## src/rtl/draw_score_if.sv

```systemverilog
// vga_if: VGA timing bundle passed between drawing stages.
//   hcount, vcount : current pixel column / row (11 bits each)
//   hblnk, vblnk   : horizontal / vertical blanking flags
//   hsync, vsync   : sync pulses
// Modports: in (consumer side), out (producer side).
interface vga_if;
    logic [10:0] hcount;
    logic [10:0] vcount;
    logic        hblnk;
    logic        vblnk;
    logic        hsync;
    logic        vsync;

    modport in (
        input hcount,
        input vcount,
        input hblnk,
        input vblnk,
        input hsync,
        input vsync
    );

    modport out (
        output hcount,
        output vcount,
        output hblnk,
        output vblnk,
        output hsync,
        output vsync
    );
endinterface

```

## src/rtl/draw_score.sv

```systemverilog
// draw_score: overlays the text "DDD:EEE" (two 3-digit decimal scores separated by ':')
// on a VGA pixel stream. Scores are sampled at the start of each vertical blanking
// interval, converted to BCD by a sequential double-dabble FSM and committed to the
// displayed digit registers 17 cycles later. Pixel path latency is exactly 2 cycles.
//
// Ports:
//   clk      : clock
//   rst      : asynchronous active-high reset
//   score1   : player-1 score (unsigned, 8 bits)
//   score2   : player-2 score (unsigned, 8 bits)
//   vga_in   : timing from the previous stage (vga_if.in)
//   rgb_i    : pixel colour from the previous stage
//   vga_out  : timing delayed by 2 cycles (vga_if.out)
//   rgb_o    : pixel colour with the score overlay applied
//
// Build option: define DRAW_SCORE_ZERO_BLANK_EN to blank leading-zero digits
// (the units digit is always drawn).
module draw_score #(
    parameter int unsigned   X0        = 16,
    parameter int unsigned   Y0        = 8,
    parameter logic [11:0]   P1_COLOR  = 12'h0F0,
    parameter logic [11:0]   P2_COLOR  = 12'h00F,
    parameter logic [11:0]   SEP_COLOR = 12'hFFF,
    localparam int unsigned  RGB_B     = 12
) (
    input  logic             clk,
    input  logic             rst,
    input  logic [7:0]       score1,
    input  logic [7:0]       score2,
    vga_if.in                vga_in,
    input  logic [RGB_B-1:0] rgb_i,
    vga_if.out               vga_out,
    output logic [RGB_B-1:0] rgb_o
);

    localparam logic [11:0] X0_L = 12'(X0);
    localparam logic [11:0] Y0_L = 12'(Y0);

    // ------------------------------------------------------------------
    // Font ROM: 11 glyphs (0-9, ':'), 16 rows of 8 bits, row 0 in the MSB
    // byte, bit 7 is the leftmost pixel.
    // ------------------------------------------------------------------
    function automatic logic [127:0] glyph_bits(input logic [3:0] code);
        logic [127:0] g;
        case (code)
            4'd0:    g = 128'h0000_7CC6_C6CE_DEF6_E6C6_C67C_0000_0000;
            4'd1:    g = 128'h0000_1838_7818_1818_1818_187E_0000_0000;
            4'd2:    g = 128'h0000_7CC6_060C_1830_60C0_C6FE_0000_0000;
            4'd3:    g = 128'h0000_7CC6_0606_3C06_0606_C67C_0000_0000;
            4'd4:    g = 128'h0000_0C1C_3C6C_CCFE_0C0C_0C1E_0000_0000;
            4'd5:    g = 128'h0000_FEC0_C0C0_FC06_0606_C67C_0000_0000;
            4'd6:    g = 128'h0000_3860_C0C0_FCC6_C6C6_C67C_0000_0000;
            4'd7:    g = 128'h0000_FEC6_0606_0C18_3030_3030_0000_0000;
            4'd8:    g = 128'h0000_7CC6_C6C6_7CC6_C6C6_C67C_0000_0000;
            4'd9:    g = 128'h0000_7CC6_C6C6_7E06_0606_0C78_0000_0000;
            4'd10:   g = 128'h0000_0018_1818_0000_1818_1800_0000_0000;
            default: g = '0;
        endcase
        return g;
    endfunction

    // ------------------------------------------------------------------
    // BCD converter FSM
    // ------------------------------------------------------------------
    typedef enum logic [1:0] {StIdle, StConv1, StConv2, StCommit} state_e;

    state_e      state_q, state_d;
    logic        in_conv1, in_conv2, in_commit;
    logic        vblnk_prev_q;
    logic        vblank_rise;
    logic [2:0]  cnt_q;
    logic [7:0]  score1_q, score2_q;
    logic [19:0] dd_q;
    logic [19:0] dd_src, dd_adj, dd_next;
    logic [11:0] bcd1_q, bcd2_q;
    logic [11:0] disp1_q, disp2_q;

    assign vblank_rise = vga_in.vblnk & ~vblnk_prev_q;

    always_ff @(posedge clk or posedge rst) begin
        if (rst) begin
            state_q <= StIdle;
        end else begin
            state_q <= state_d;
        end
    end

    // A new blanking edge always (re)starts the conversion from score1.
    always_comb begin
        state_d = state_q;
        if (vblank_rise) begin
            state_d = StConv1;
        end else begin
            unique case (state_q)
                StIdle:   state_d = StIdle;
                StConv1:  if (cnt_q == 3'd7) state_d = StConv2;
                StConv2:  if (cnt_q == 3'd7) state_d = StCommit;
                StCommit: state_d = StIdle;
            endcase
        end
    end

    always_comb begin
        in_conv1  = 1'b0;
        in_conv2  = 1'b0;
        in_commit = 1'b0;
        unique case (state_q)
            StIdle:   ;
            StConv1:  in_conv1  = 1'b1;
            StConv2:  in_conv2  = 1'b1;
            StCommit: in_commit = 1'b1;
        endcase
    end

    // One double-dabble step; the first step of each conversion takes its
    // operand straight from the latched score.
    always_comb begin
        dd_src = dd_q;
        if (cnt_q == 3'd0) begin
            dd_src = {12'd0, (in_conv1 ? score1_q : score2_q)};
        end
        dd_adj = dd_src;
        for (int i = 0; i < 3; i++) begin
            if (dd_src[8 + 4*i +: 4] >= 4'd5) begin
                dd_adj[8 + 4*i +: 4] = dd_src[8 + 4*i +: 4] + 4'd3;
            end
        end
        dd_next = {dd_adj[18:0], 1'b0};
    end

    // Resetting vblnk_prev_q high keeps a blanking interval already in
    // progress at reset release from counting as a fresh edge.
    always_ff @(posedge clk or posedge rst) begin
        if (rst) begin
            vblnk_prev_q <= 1'b1;
            cnt_q        <= '0;
            score1_q     <= '0;
            score2_q     <= '0;
            dd_q         <= '0;
            bcd1_q       <= '0;
            bcd2_q       <= '0;
            disp1_q      <= '0;
            disp2_q      <= '0;
        end else begin
            vblnk_prev_q <= vga_in.vblnk;
            if (vblank_rise) begin
                score1_q <= score1;
                score2_q <= score2;
                cnt_q    <= '0;
            end else if (in_conv1 || in_conv2) begin
                cnt_q <= cnt_q + 3'd1;
                dd_q  <= dd_next;
                if (cnt_q == 3'd7) begin
                    if (in_conv1) begin
                        bcd1_q <= dd_next[19:8];
                    end else begin
                        bcd2_q <= dd_next[19:8];
                    end
                end
            end
            if (in_commit) begin
                disp1_q <= bcd1_q;
                disp2_q <= bcd2_q;
            end
        end
    end

    // ------------------------------------------------------------------
    // Pixel pipeline stage 1: region decode
    // ------------------------------------------------------------------
    logic [11:0] rel_x, rel_y;
    logic        in_region;

    logic             in_q1;
    logic [2:0]       char_q1;
    logic [3:0]       row_q1;
    logic [2:0]       col_q1;
    logic [RGB_B-1:0] rgb_q1;
    logic [10:0]      hcount_q1, vcount_q1;
    logic             hblnk_q1, vblnk_q1, hsync_q1, vsync_q1;

    always_comb begin
        rel_x     = {1'b0, vga_in.hcount} - X0_L;
        rel_y     = {1'b0, vga_in.vcount} - Y0_L;
        in_region = ({1'b0, vga_in.hcount} >= X0_L) && (rel_x < 12'd56) &&
                    ({1'b0, vga_in.vcount} >= Y0_L) && (rel_y < 12'd16) &&
                    !vga_in.hblnk && !vga_in.vblnk;
    end

    always_ff @(posedge clk or posedge rst) begin
        if (rst) begin
            in_q1     <= 1'b0;
            char_q1   <= '0;
            row_q1    <= '0;
            col_q1    <= '0;
            rgb_q1    <= '0;
            hcount_q1 <= '0;
            vcount_q1 <= '0;
            hblnk_q1  <= 1'b0;
            vblnk_q1  <= 1'b0;
            hsync_q1  <= 1'b0;
            vsync_q1  <= 1'b0;
        end else begin
            in_q1     <= in_region;
            char_q1   <= rel_x[5:3];
            row_q1    <= rel_y[3:0];
            col_q1    <= rel_x[2:0];
            rgb_q1    <= rgb_i;
            hcount_q1 <= vga_in.hcount;
            vcount_q1 <= vga_in.vcount;
            hblnk_q1  <= vga_in.hblnk;
            vblnk_q1  <= vga_in.vblnk;
            hsync_q1  <= vga_in.hsync;
            vsync_q1  <= vga_in.vsync;
        end
    end

    // ------------------------------------------------------------------
    // Pixel pipeline stage 2: glyph select, synchronous ROM read, output mux
    // ------------------------------------------------------------------
    logic [3:0]       code;
    logic [RGB_B-1:0] color;
    logic             blank;
    logic [127:0]     glyph_shifted;

    always_comb begin
        code  = 4'd10;
        color = SEP_COLOR;
        case (char_q1)
            3'd0:    begin code = disp1_q[11:8]; color = P1_COLOR; end
            3'd1:    begin code = disp1_q[7:4];  color = P1_COLOR; end
            3'd2:    begin code = disp1_q[3:0];  color = P1_COLOR; end
            3'd4:    begin code = disp2_q[11:8]; color = P2_COLOR; end
            3'd5:    begin code = disp2_q[7:4];  color = P2_COLOR; end
            3'd6:    begin code = disp2_q[3:0];  color = P2_COLOR; end
            default: begin code = 4'd10;         color = SEP_COLOR; end
        endcase
        glyph_shifted = glyph_bits(code) >> {(4'd15 - row_q1), 3'b000};
    end

`ifdef DRAW_SCORE_ZERO_BLANK_EN
    logic lead1_h, lead1_t, lead2_h, lead2_t;

    always_comb begin
        lead1_h = (disp1_q[11:8] == 4'd0);
        lead1_t = lead1_h && (disp1_q[7:4] == 4'd0);
        lead2_h = (disp2_q[11:8] == 4'd0);
        lead2_t = lead2_h && (disp2_q[7:4] == 4'd0);
        blank   = ((char_q1 == 3'd0) && lead1_h) || ((char_q1 == 3'd1) && lead1_t) ||
                  ((char_q1 == 3'd4) && lead2_h) || ((char_q1 == 3'd5) && lead2_t);
    end
`else
    assign blank = 1'b0;
`endif

    logic [7:0]       rom_row_q;
    logic             on_q2;
    logic [2:0]       col_q2;
    logic [RGB_B-1:0] color_q2;
    logic [RGB_B-1:0] rgb_q2;
    logic [10:0]      hcount_q2, vcount_q2;
    logic             hblnk_q2, vblnk_q2, hsync_q2, vsync_q2;

    always_ff @(posedge clk or posedge rst) begin
        if (rst) begin
            rom_row_q <= '0;
            on_q2     <= 1'b0;
            col_q2    <= '0;
            color_q2  <= '0;
            rgb_q2    <= '0;
            hcount_q2 <= '0;
            vcount_q2 <= '0;
            hblnk_q2  <= 1'b0;
            vblnk_q2  <= 1'b0;
            hsync_q2  <= 1'b0;
            vsync_q2  <= 1'b0;
        end else begin
            rom_row_q <= glyph_shifted[7:0];
            on_q2     <= in_q1 && !blank;
            col_q2    <= col_q1;
            color_q2  <= color;
            rgb_q2    <= rgb_q1;
            hcount_q2 <= hcount_q1;
            vcount_q2 <= vcount_q1;
            hblnk_q2  <= hblnk_q1;
            vblnk_q2  <= vblnk_q1;
            hsync_q2  <= hsync_q1;
            vsync_q2  <= vsync_q1;
        end
    end

    always_comb begin
        rgb_o = rgb_q2;
        if (on_q2 && rom_row_q[3'd7 - col_q2]) begin
            rgb_o = color_q2;
        end
    end

    assign vga_out.hcount = hcount_q2;
    assign vga_out.vcount = vcount_q2;
    assign vga_out.hblnk  = hblnk_q2;
    assign vga_out.vblnk  = vblnk_q2;
    assign vga_out.hsync  = hsync_q2;
    assign vga_out.vsync  = vsync_q2;

endmodule

```

## src/flat_wrapper.sv

```systemverilog
// flat-port wrapper written by rule: the top's interface ports become plain ports
module draw_score_flat 
#(
    parameter int unsigned   X0        = 16,
    parameter int unsigned   Y0        = 8,
    parameter logic [11:0]   P1_COLOR  = 12'h0F0,
    parameter logic [11:0]   P2_COLOR  = 12'h00F,
    parameter logic [11:0]   SEP_COLOR = 12'hFFF,
    localparam int unsigned  RGB_B     = 12
)
  (clk, rst, score1, score2, rgb_i, rgb_o, vga_in_hcount, vga_in_vcount, vga_in_hblnk, vga_in_vblnk, vga_in_hsync, vga_in_vsync, vga_out_hcount, vga_out_vcount, vga_out_hblnk, vga_out_vblnk, vga_out_hsync, vga_out_vsync);
  vga_if vga_in_i ();
  vga_if vga_out_i ();
  input  logic clk;
  input  logic rst;
  input  logic [7:0] score1;
  input  logic [7:0] score2;
  input  logic [RGB_B-1:0] rgb_i;
  output logic [RGB_B-1:0] rgb_o;
  input wire logic [$bits(vga_in_i.hcount)-1:0] vga_in_hcount;
  input wire logic [$bits(vga_in_i.vcount)-1:0] vga_in_vcount;
  input wire logic [$bits(vga_in_i.hblnk)-1:0] vga_in_hblnk;
  input wire logic [$bits(vga_in_i.vblnk)-1:0] vga_in_vblnk;
  input wire logic [$bits(vga_in_i.hsync)-1:0] vga_in_hsync;
  input wire logic [$bits(vga_in_i.vsync)-1:0] vga_in_vsync;
  output wire logic [$bits(vga_out_i.hcount)-1:0] vga_out_hcount;
  output wire logic [$bits(vga_out_i.vcount)-1:0] vga_out_vcount;
  output wire logic [$bits(vga_out_i.hblnk)-1:0] vga_out_hblnk;
  output wire logic [$bits(vga_out_i.vblnk)-1:0] vga_out_vblnk;
  output wire logic [$bits(vga_out_i.hsync)-1:0] vga_out_hsync;
  output wire logic [$bits(vga_out_i.vsync)-1:0] vga_out_vsync;
  assign vga_in_i.hcount = vga_in_hcount;
  assign vga_in_i.vcount = vga_in_vcount;
  assign vga_in_i.hblnk = vga_in_hblnk;
  assign vga_in_i.vblnk = vga_in_vblnk;
  assign vga_in_i.hsync = vga_in_hsync;
  assign vga_in_i.vsync = vga_in_vsync;
  assign vga_out_hcount = vga_out_i.hcount;
  assign vga_out_vcount = vga_out_i.vcount;
  assign vga_out_hblnk = vga_out_i.hblnk;
  assign vga_out_vblnk = vga_out_i.vblnk;
  assign vga_out_hsync = vga_out_i.hsync;
  assign vga_out_vsync = vga_out_i.vsync;
  draw_score #(.X0(X0), .Y0(Y0), .P1_COLOR(P1_COLOR), .P2_COLOR(P2_COLOR), .SEP_COLOR(SEP_COLOR)) u_core (.clk(clk), .rst(rst), .score1(score1), .score2(score2), .vga_in(vga_in_i), .rgb_i(rgb_i), .vga_out(vga_out_i), .rgb_o(rgb_o));
endmodule
```

## config.mk

```make
export PLATFORM = sky130hd
export DESIGN_NAME = draw_score_flat
export DESIGN_NICKNAME = d
export VERILOG_FILES = /design/src/rtl/draw_score_if.sv /design/src/rtl/draw_score.sv /design/src/flat_wrapper.sv
export SDC_FILE = /design/constraint.sdc
export NUM_CORES = 1
export LEC_CHECK = 0
export CAP_MARGIN = 25
export CORE_ASPECT_RATIO = 1.25
export CORE_MARGIN = 2
export CORE_UTILIZATION = 40
export CTS_CLUSTER_SIZE = 8
export DETAILED_ROUTE_END_ITERATION = 10
export SLEW_MARGIN = 20
export SYNTH_ARGS = -nofsm -noshare
export SYNTH_HDL_FRONTEND = slang
export SYNTH_SLANG_ARGS = --single-unit
export TNS_END_PERCENT = 5
```

## constraint.sdc

```tcl
create_clock -name clk -period 5.75 [get_ports clk]
set_clock_uncertainty 0.05 [all_clocks]
set_input_delay 0.575 -clock clk [delete_from_list [all_inputs] [get_ports clk]]
set_output_delay 0.575 -clock clk [all_outputs]
set_load 0.05 [all_outputs]
```

==> flow_metrics.py, run 1 <==
metrics = {
    "die": {
        "die_w_um": 130,
        "coreArea_um2": 19500,
        "die_height_um": 162,
        "io_pins": 94,
        "die_area_um2": 21100,
        "start_util_pct": 40.9,
        "placementRows": 57,
    },
    "detailed_routing": {
        "wire_per_inst_um": 15.9,
        "wirelength_mm": 17.4,
        "dr.pass1.iters": 5,
        "vias_per_cell": 5.22,
        "drc_errors": 0,
        "first_iter_violations": 507,
        "vias": 5700,
        "ant_nets": 0,
    },
    "clock_tree": {
        "clockBufferDepth": 2,
        "cts_sinks": 180,
        "cts_resized": 0,
        "htreeDepth": 4,
        "tritoncts": "built",
        "postCtsSetupBuffers": 0,
        "cts_made_buffers": 17,
        "clk_latency_ns": 0.43,
        "postCtsHoldBufs": 0,
        "clk_pin_slew_ns": 0.06,
        "cts_root_buffer": "clkbuf_16",
    },
    "worst_setup_path": {
        "critPathCaptureType": "output port",
        "required_ns": 5.12,
        "r2r-start": "u_core.char_q1[1]",
        "r2r_end": "u_core.rom_row_q[5]",
        "ff2ff_path_depth": 8,
        "critPathMaxFanout": 8,
        "cp-start-kind": "flip-flop",
        "arrival_ns": 3.03,
        "reg2reg_setup_slack_ns": 2.47,
        "crit_type": "reg2out",
    },
    "logic_synthesis": {
        "ys.flop_type": "dfrtp_1",
        "synth_fp_nets": 815,
        "synth-async-reset-ratio_pct": 100,
        "ys_types": 75,
        "syn_avg_cell_area_um2": 10.8,
        "synth_area_um2": 7970,
        "synth_edf_count": 0,
        "post-synth-top-count-cell": "dfrtp_1",
        "yosys.area.top_type": "dfrtp_1",
        "synthTopCellsByCount": "dfrtp_1 (179), nand2_1 (150), o21ai_0 (51), nor2_1 (41), mux2_2 (37)",
        "postSynthCellCount": 736,
        "ys_ff_latch": 180,
        "synth_top_area_share_pct": 56.2,
        "yosysWarnings": 0,
        "yosysSeqAreaShare_pct": 56.5,
        "synthTopCellsByArea": "dfrtp_1 (56%), nand2_1 (7.1%), mux2_2 (5.2%), ha_1 (3.6%), o21ai_0 (3.2%)",
    },
    "power": {
        "vdd_drop_max_mv": 0.228,
        "power_density_nw_per_um2": 387,
        "p_total_uw": 3760,
        "clkPwrFrac_pct": 31.4,
        "p_leak_uw": 0.00435,
        "p_comb_share_pct": 26.8,
        "power_switching_uw": 1260,
        "switching_share_pct": 33.5,
        "p_int_uw": 2500,
        "seq_power_share_pct": 41.8,
    },
    "global_route": {
        "grt_pass1_wl_mm": 29.1,
        "grt_pass1_vias": 5831,
        "grt_use_total_pct": 17.5,
        "antenna_found_initial": 0,
        "grt_max_degree": 79,
        "grt_overflow": 0,
    },
    "finish": {
        "diodes": 0,
        "layout-drive-gt1-share_pct": 11.8,
        "synthToLayoutAreaGrowth_pct": 21.9,
        "nNetsFinal": 894,
        "design_area_um2": 9710,
    },
    "timing": {
        "hold_violations": 0,
        "fin_crit_ns": 3.66,
        "finalMaxSlewViolations": 0,
        "fin_crit_sh_pct": 63.6,
        "worst_pin_slew_ns": 1.02,
        "relSlewSlack_pct": 32.3,
        "tns_ns": 0,
        "rsz0062_at_grt": "false",
        "whs_ns": 0.297,
        "max_freq_ghz": 0.274,
        "finalSetupViolCount": 0,
    },
    "place": {
        "dp_hpwl_mm": 12.6,
        "portBuffers": 93,
        "place_area_um2": 9080,
        "place_congestion": 0.937,
    },
    "run": {
        "drv_cap": 0,
    },
    "min_path": {
        "hold_path.class": "reg2reg",
        "hold_path_end": "u_core.col_q2[0]",
        "worstHoldStart": "u_core.col_q1[0]",
        "holdPathStages": 0,
    },
    "outcome": {
        "outcome": "completed",
    },
}
==> routing by layer <==
metal	track usage, %	vias up	routed length [µm]
met2	31.0	167	9210
met1	20.6	2806	7150
met3	3.26	32	729
met4	7.33	0	323
met5	0	-	0
li1	-	2695	-
==> cell families after synthesis <==
| group | Yosys count | synth area share (%) |
|---|---|---|
| adders and majority gates | 23 | 3.61 |
| buffers and inverters | 60 | 3.53 |
| AOI/OAI and AO/OA | 146 | 12.5 |
| xor gates and xnor gates | 8 | 0.879 |
| and+or+nand+nor | 259 | 14.6 |
| DFF | 180 | 56.5 |
| muxes | 60 | 8.34 |
==> critical path, cell delays in order, from the launching register on <==
cell and delay (ns):
dfrtp_1 0.40, mux4_2 0.51, o211ai_1 0.40, buf_4 0.25, mux2_2 0.35, clkdlybuf4s50_1 0.70
==> cells in the final DEF, fill, tap and decap left out, types with 3 or more instances in the layout <==
cell type / Yosys / final
a211o_1: 4 / 4
a211oi_1: 6 / 6
a21oi_1: 26 / 26
a21oi_2: 3 / 3
a221o_1: 3 / 3
a31oi_1: 8 / 8
and2_1: 6 / 6
buf_4: 1 / 4
clkbuf_16: 0 / 17
clkdlybuf4s50_1: 0 / 93
dfrtp_1: 179 / 179
ha_1: 23 / 22
inv_1: 20 / 19
inv_6: 0 / 3
inv_8: 0 / 4
mux2_2: 37 / 37
mux2i_1: 21 / 21
nand2_1: 150 / 150
nand2b_1: 10 / 10
nand3_1: 9 / 9
nand4_1: 5 / 5
nor2_1: 41 / 41
nor2b_1: 6 / 6
nor3_1: 13 / 13
o211ai_1: 7 / 7
o21ai_0: 51 / 51
o221ai_1: 4 / 4
xnor2_1: 5 / 5
xor2_1: 3 / 3
==> layout make-up <==
| type | count | area [µm²] |
|---|---|---|
| Clock buffer | 19 | 443 |
| Clock inverter | 13 | 164 |
| Fill cell | 1764 | 9760 |
| Inverter | 21 | 83.8 |
| Multi-Input combinational cell | 496 | 3190 |
| Sequential cell | 180 | 4510 |
| Tap cell | 265 | 332 |
| Timing Repair Buffer | 99 | 1000 |
==> state kept, by name, indices dropped and copies added, names as in the netlist, 3 cells and up <==
signal	flops
u_core.bcd1_q	12
u_core.bcd2_q	12
u_core.char_q1	3
u_core.cnt_q	3
u_core.color_q2	3
u_core.dd_q	19
u_core.disp1_q	12
u_core.disp2_q	12
u_core.hcount_q1	8
u_core.rgb_q1	12
u_core.rgb_q2	12
u_core.rom_row_q	7
u_core.row_q1	4
u_core.score1_q	8
u_core.score2_q	8
u_core.vcount_q1	8
u_core.vga_out.hcount	9
u_core.vga_out.vcount	11
==> worst max path at each step <==
stage                                start          endpoint  slack, ns
after floorplan                        rst  u_core.bcd1_q[0]       0.24
after global placement    u_core.col_q2[0]          rgb_o[4]       2.33
after detailed placement  u_core.col_q2[0]          rgb_o[4]       2.23
after CTS                 u_core.col_q2[0]          rgb_o[4]       1.78
after global routing      u_core.col_q2[0]          rgb_o[4]       1.93
final                     u_core.col_q2[0]          rgb_o[4]       2.09
==> per-stage QoR <==
step | setup slack (ns) | instances | util (%)
2_1_floorplan | 0.240 | 736 | -
3_3_place_gp | 2.33 | 1058 | 46.5
3_5_place_dp | 2.23 | 1059 | 46.7
4_1_cts | 1.78 | 1091 | 49.8
5_1_grt | 1.93 | 1093 | 49.9
6_report | 2.09 | 1093 | 49.9
==> power groups by stage <==
| stage | combinational, µW | clock, µW | sequential (µW) |
|---|---|---|---|
| 2_1_floorplan | 745 | 0 | 1580 |
| 3_3_place_gp | 963 | 0 | 1590 |
| 3_5_place_dp | 1000 | 0 | 1600 |
| 4_1_cts | 1010 | 1210 | 1570 |
| 5_1_grt | 1120 | 1270 | 1600 |
| 6_report | 1010 | 1180 | 1570 |
Power figures use the tool's default switching activity.
==> run 2, diff against run 1 <==
==> constraint.sdc (replaced) <==
create_clock -name clk -period 3.2 [get_ports clk]
set_clock_uncertainty 0.05 [all_clocks]
set_input_delay 0.32 -clock clk [delete_from_list [all_inputs] [get_ports clk]]
set_output_delay 0.32 -clock clk [all_outputs]
set_load 0.05 [all_outputs]
==> run 2 against run 1 <==
Sequential power is 80% higher. Combinational power increased by 85%. Count of clock-buffer cells in the layout down 1. Clock power increased by 82%. Critical path type is now reg2reg. Largest power group unchanged.
==> flow_metrics.py, run 2 (synthesis gave the netlist of run 1 again) <==
metrics = {
    "timing": {
        "whs_ns": 0.265,
        "finalMaxSlewViolations": 0,
        "max_freq_ghz": 0.342,
        "worst_pin_slew_ns": 1.02,
        "fin_crit_ns": 2.92,
        "relSlewSlack_pct": 32.1,
        "tns_ns": 0,
        "setup_ws_ns": 0.276,
        "finalSetupViolCount": 0,
        "rsz0062_at_grt": "false",
        "hold_violations": 0,
        "fin_crit_sh_pct": 91.4,
    },
    "finish": {
        "max_flop_register": "u_core.dd_q",
        "synthToLayoutAreaGrowth_pct": 22.4,
        "final_common_cell": "dfrtp_1",
        "layout-drive-gt1-share_pct": 14.3,
        "design_area_um2": 9760,
        "final_cell_mix": "dfrtp_1 (178), nand2_1 (150), clkdlybuf4s50_1 (81)",
        "largest_reg_flops": 19,
        "diodes": 0,
        "nNetsFinal": 905,
    },
    "global_route": {
        "grt_pass1_vias": 5909,
        "grt_overflow": 0,
        "grt_use_total_pct": 18.7,
        "grt_pass1_wl_mm": 30.6,
        "grt_max_degree": 103,
        "antenna_found_initial": 0,
    },
    "detailed_routing": {
        "vias": 5703,
        "ant_nets": 0,
        "dr.pass1.iters": 5,
        "first_iter_violations": 456,
        "vias_per_cell": 5.18,
        "wire_per_inst_um": 16.5,
        "wirelength_mm": 18.2,
        "drc_errors": 0,
    },
    "min_path": {
        "hold_path.class": "in2reg",
    },
    "clock_tree": {
        "clk_pin_slew_ns": 0.07,
        "htreeDepth": 4,
        "postCtsHoldBufs": 0,
        "clk_latency_ns": 0.44,
        "cts_sinks": 180,
        "clockBufferDepth": 2,
        "tritoncts": "built",
        "cts_resized": 0,
        "cts_made_buffers": 17,
        "postCtsSetupBuffers": 0,
        "cts_root_buffer": "clkbuf_16",
    },
    "place": {
        "place_congestion": 0.877,
        "portBuffers": 93,
        "dp_hpwl_mm": 13.4,
        "dp_slack_ns": 0.227,
        "place_area_um2": 9160,
    },
    "worst_setup_path": {
        "crit_slowest_cell": "dfrtp_1",
        "required_ns": 3.47,
        "critPathMaxFanout": 15,
        "critPathBufInv": 1,
        "max_stage_delay_ns": 0.49,
        "reg2reg_setup_slack_ns": 0.28,
        "cp-start-kind": "flip-flop",
        "path_cells": "nor2b_4 -> and2_1 -> o32a_2 -> inv_1 -> ha_1 -> o21ai_1 -> a21oi_2 -> o31a_1 -> o21bai_1 -> a221o_1",
        "crit_type": "reg2reg",
        "arrival_ns": 3.19,
        "crit_family": "compound AO/OA/AOI/OAI gates",
        "critPathCaptureType": "flip-flop",
    },
    "die": {
        "io_pins": 94,
        "placementRows": 57,
        "die_area_um2": 21100,
        "die_w_um": 130,
        "start_util_pct": 40.9,
        "die_height_um": 162,
        "coreArea_um2": 19500,
    },
    "run": {
        "drv_cap": 0,
    },
    "power": {
        "vdd_drop_max_mv": 0.441,
        "power_density_nw_per_um2": 702,
        "p_leak_uw": 0.00441,
    },
    "outcome": {
        "outcome": "completed",
    },
}
-- run 2: routing by layer --
layer / track usage (%) / part of all wire, % / wire (µm) / vias to the layer above
met3: 3.49 / 4.0 / 726 / 48
met5: 0 / 0 / 0 / -
li1: - / - / - / 2730
met4: 9.24 / 4.0 / 732 / 0
met1: 21.4 / 39 / 7100 / 2768
met2: 33.1 / 53 / 9650 / 157
-- run 2: through the flow --
stage	util, %	instances	power [µW]
6_report	50.1	1102	6850
5_1_grt	50.1	1102	7300
4_1_cts	50.1	1102	6930
3_5_place_dp	47.0	1072	4760
3_3_place_gp	47.0	1072	4690
2_1_floorplan	-	736	4180
-- run 2: area by class of cell --
class	count	area (µm²)
Fill cell	1756	9710
Tap cell	265	332
Clock buffer	18	429
Clock inverter	12	169
Sequential cell	180	4510
Inverter	21	82.6
Multi-Input combinational cell	496	3190
Timing Repair Buffer	110	1050
-- run 2: worst paths after layout --
kind                                                 end  depth (start not counted)                 from
worst max-delay path                 u_core.rom_row_q[3]                         10    u_core.char_q1[0]
worst min-delay path                 u_core.hcount_q1[2]                          1     vga_in_hcount[2]
worst max register to register       u_core.rom_row_q[3]                         10    u_core.char_q1[0]
worst min register to register  u_core.vga_out.vcount[3]                          0  u_core.vcount_q1[3]
max in group asynchronous              u_core.disp2_q[3]                          3                  rst
min in group asynchronous            u_core.hcount_q1[8]                          3                  rst
-- run 2: worst register-to-register path, stage by stage, from the launching register on --
cell and delay (ns):
dfrtp_1 0.49, nor2b_4 0.26, and2_1 0.17, o32a_2 0.33, inv_1 0.12, ha_1 0.30
o21ai_1 0.22, a21oi_2 0.10, o31a_1 0.26, o21bai_1 0.16, a221o_1 0.36
-- run 2: report_power, final --
group / leakage (µW) / total (µW) / internal [µW] / switching (µW)
clock network: 0.000297 / 2150 / 1240 / 913
logic: 0.00185 / 1870 / 731 / 1140
registers: 0.00227 / 2830 / 2600 / 234
total: 0.00441 / 6850 / 4570 / 2280
==> run 3, diff against run 2 <==
--- a/config.mk
+++ b/config.mk
@@ -11,6 +11,7 @@
 export CORE_UTILIZATION = 40
 export CTS_CLUSTER_SIZE = 8
 export DETAILED_ROUTE_END_ITERATION = 10
+export GPL_ROUTABILITY_DRIVEN = 1
 export SLEW_MARGIN = 20
 export SYNTH_ARGS = -nofsm -noshare
 export SYNTH_HDL_FRONTEND = slang
==> results of run 3 <==
Same layout as run 2: the final DEF is identical, and so are final timing and power.
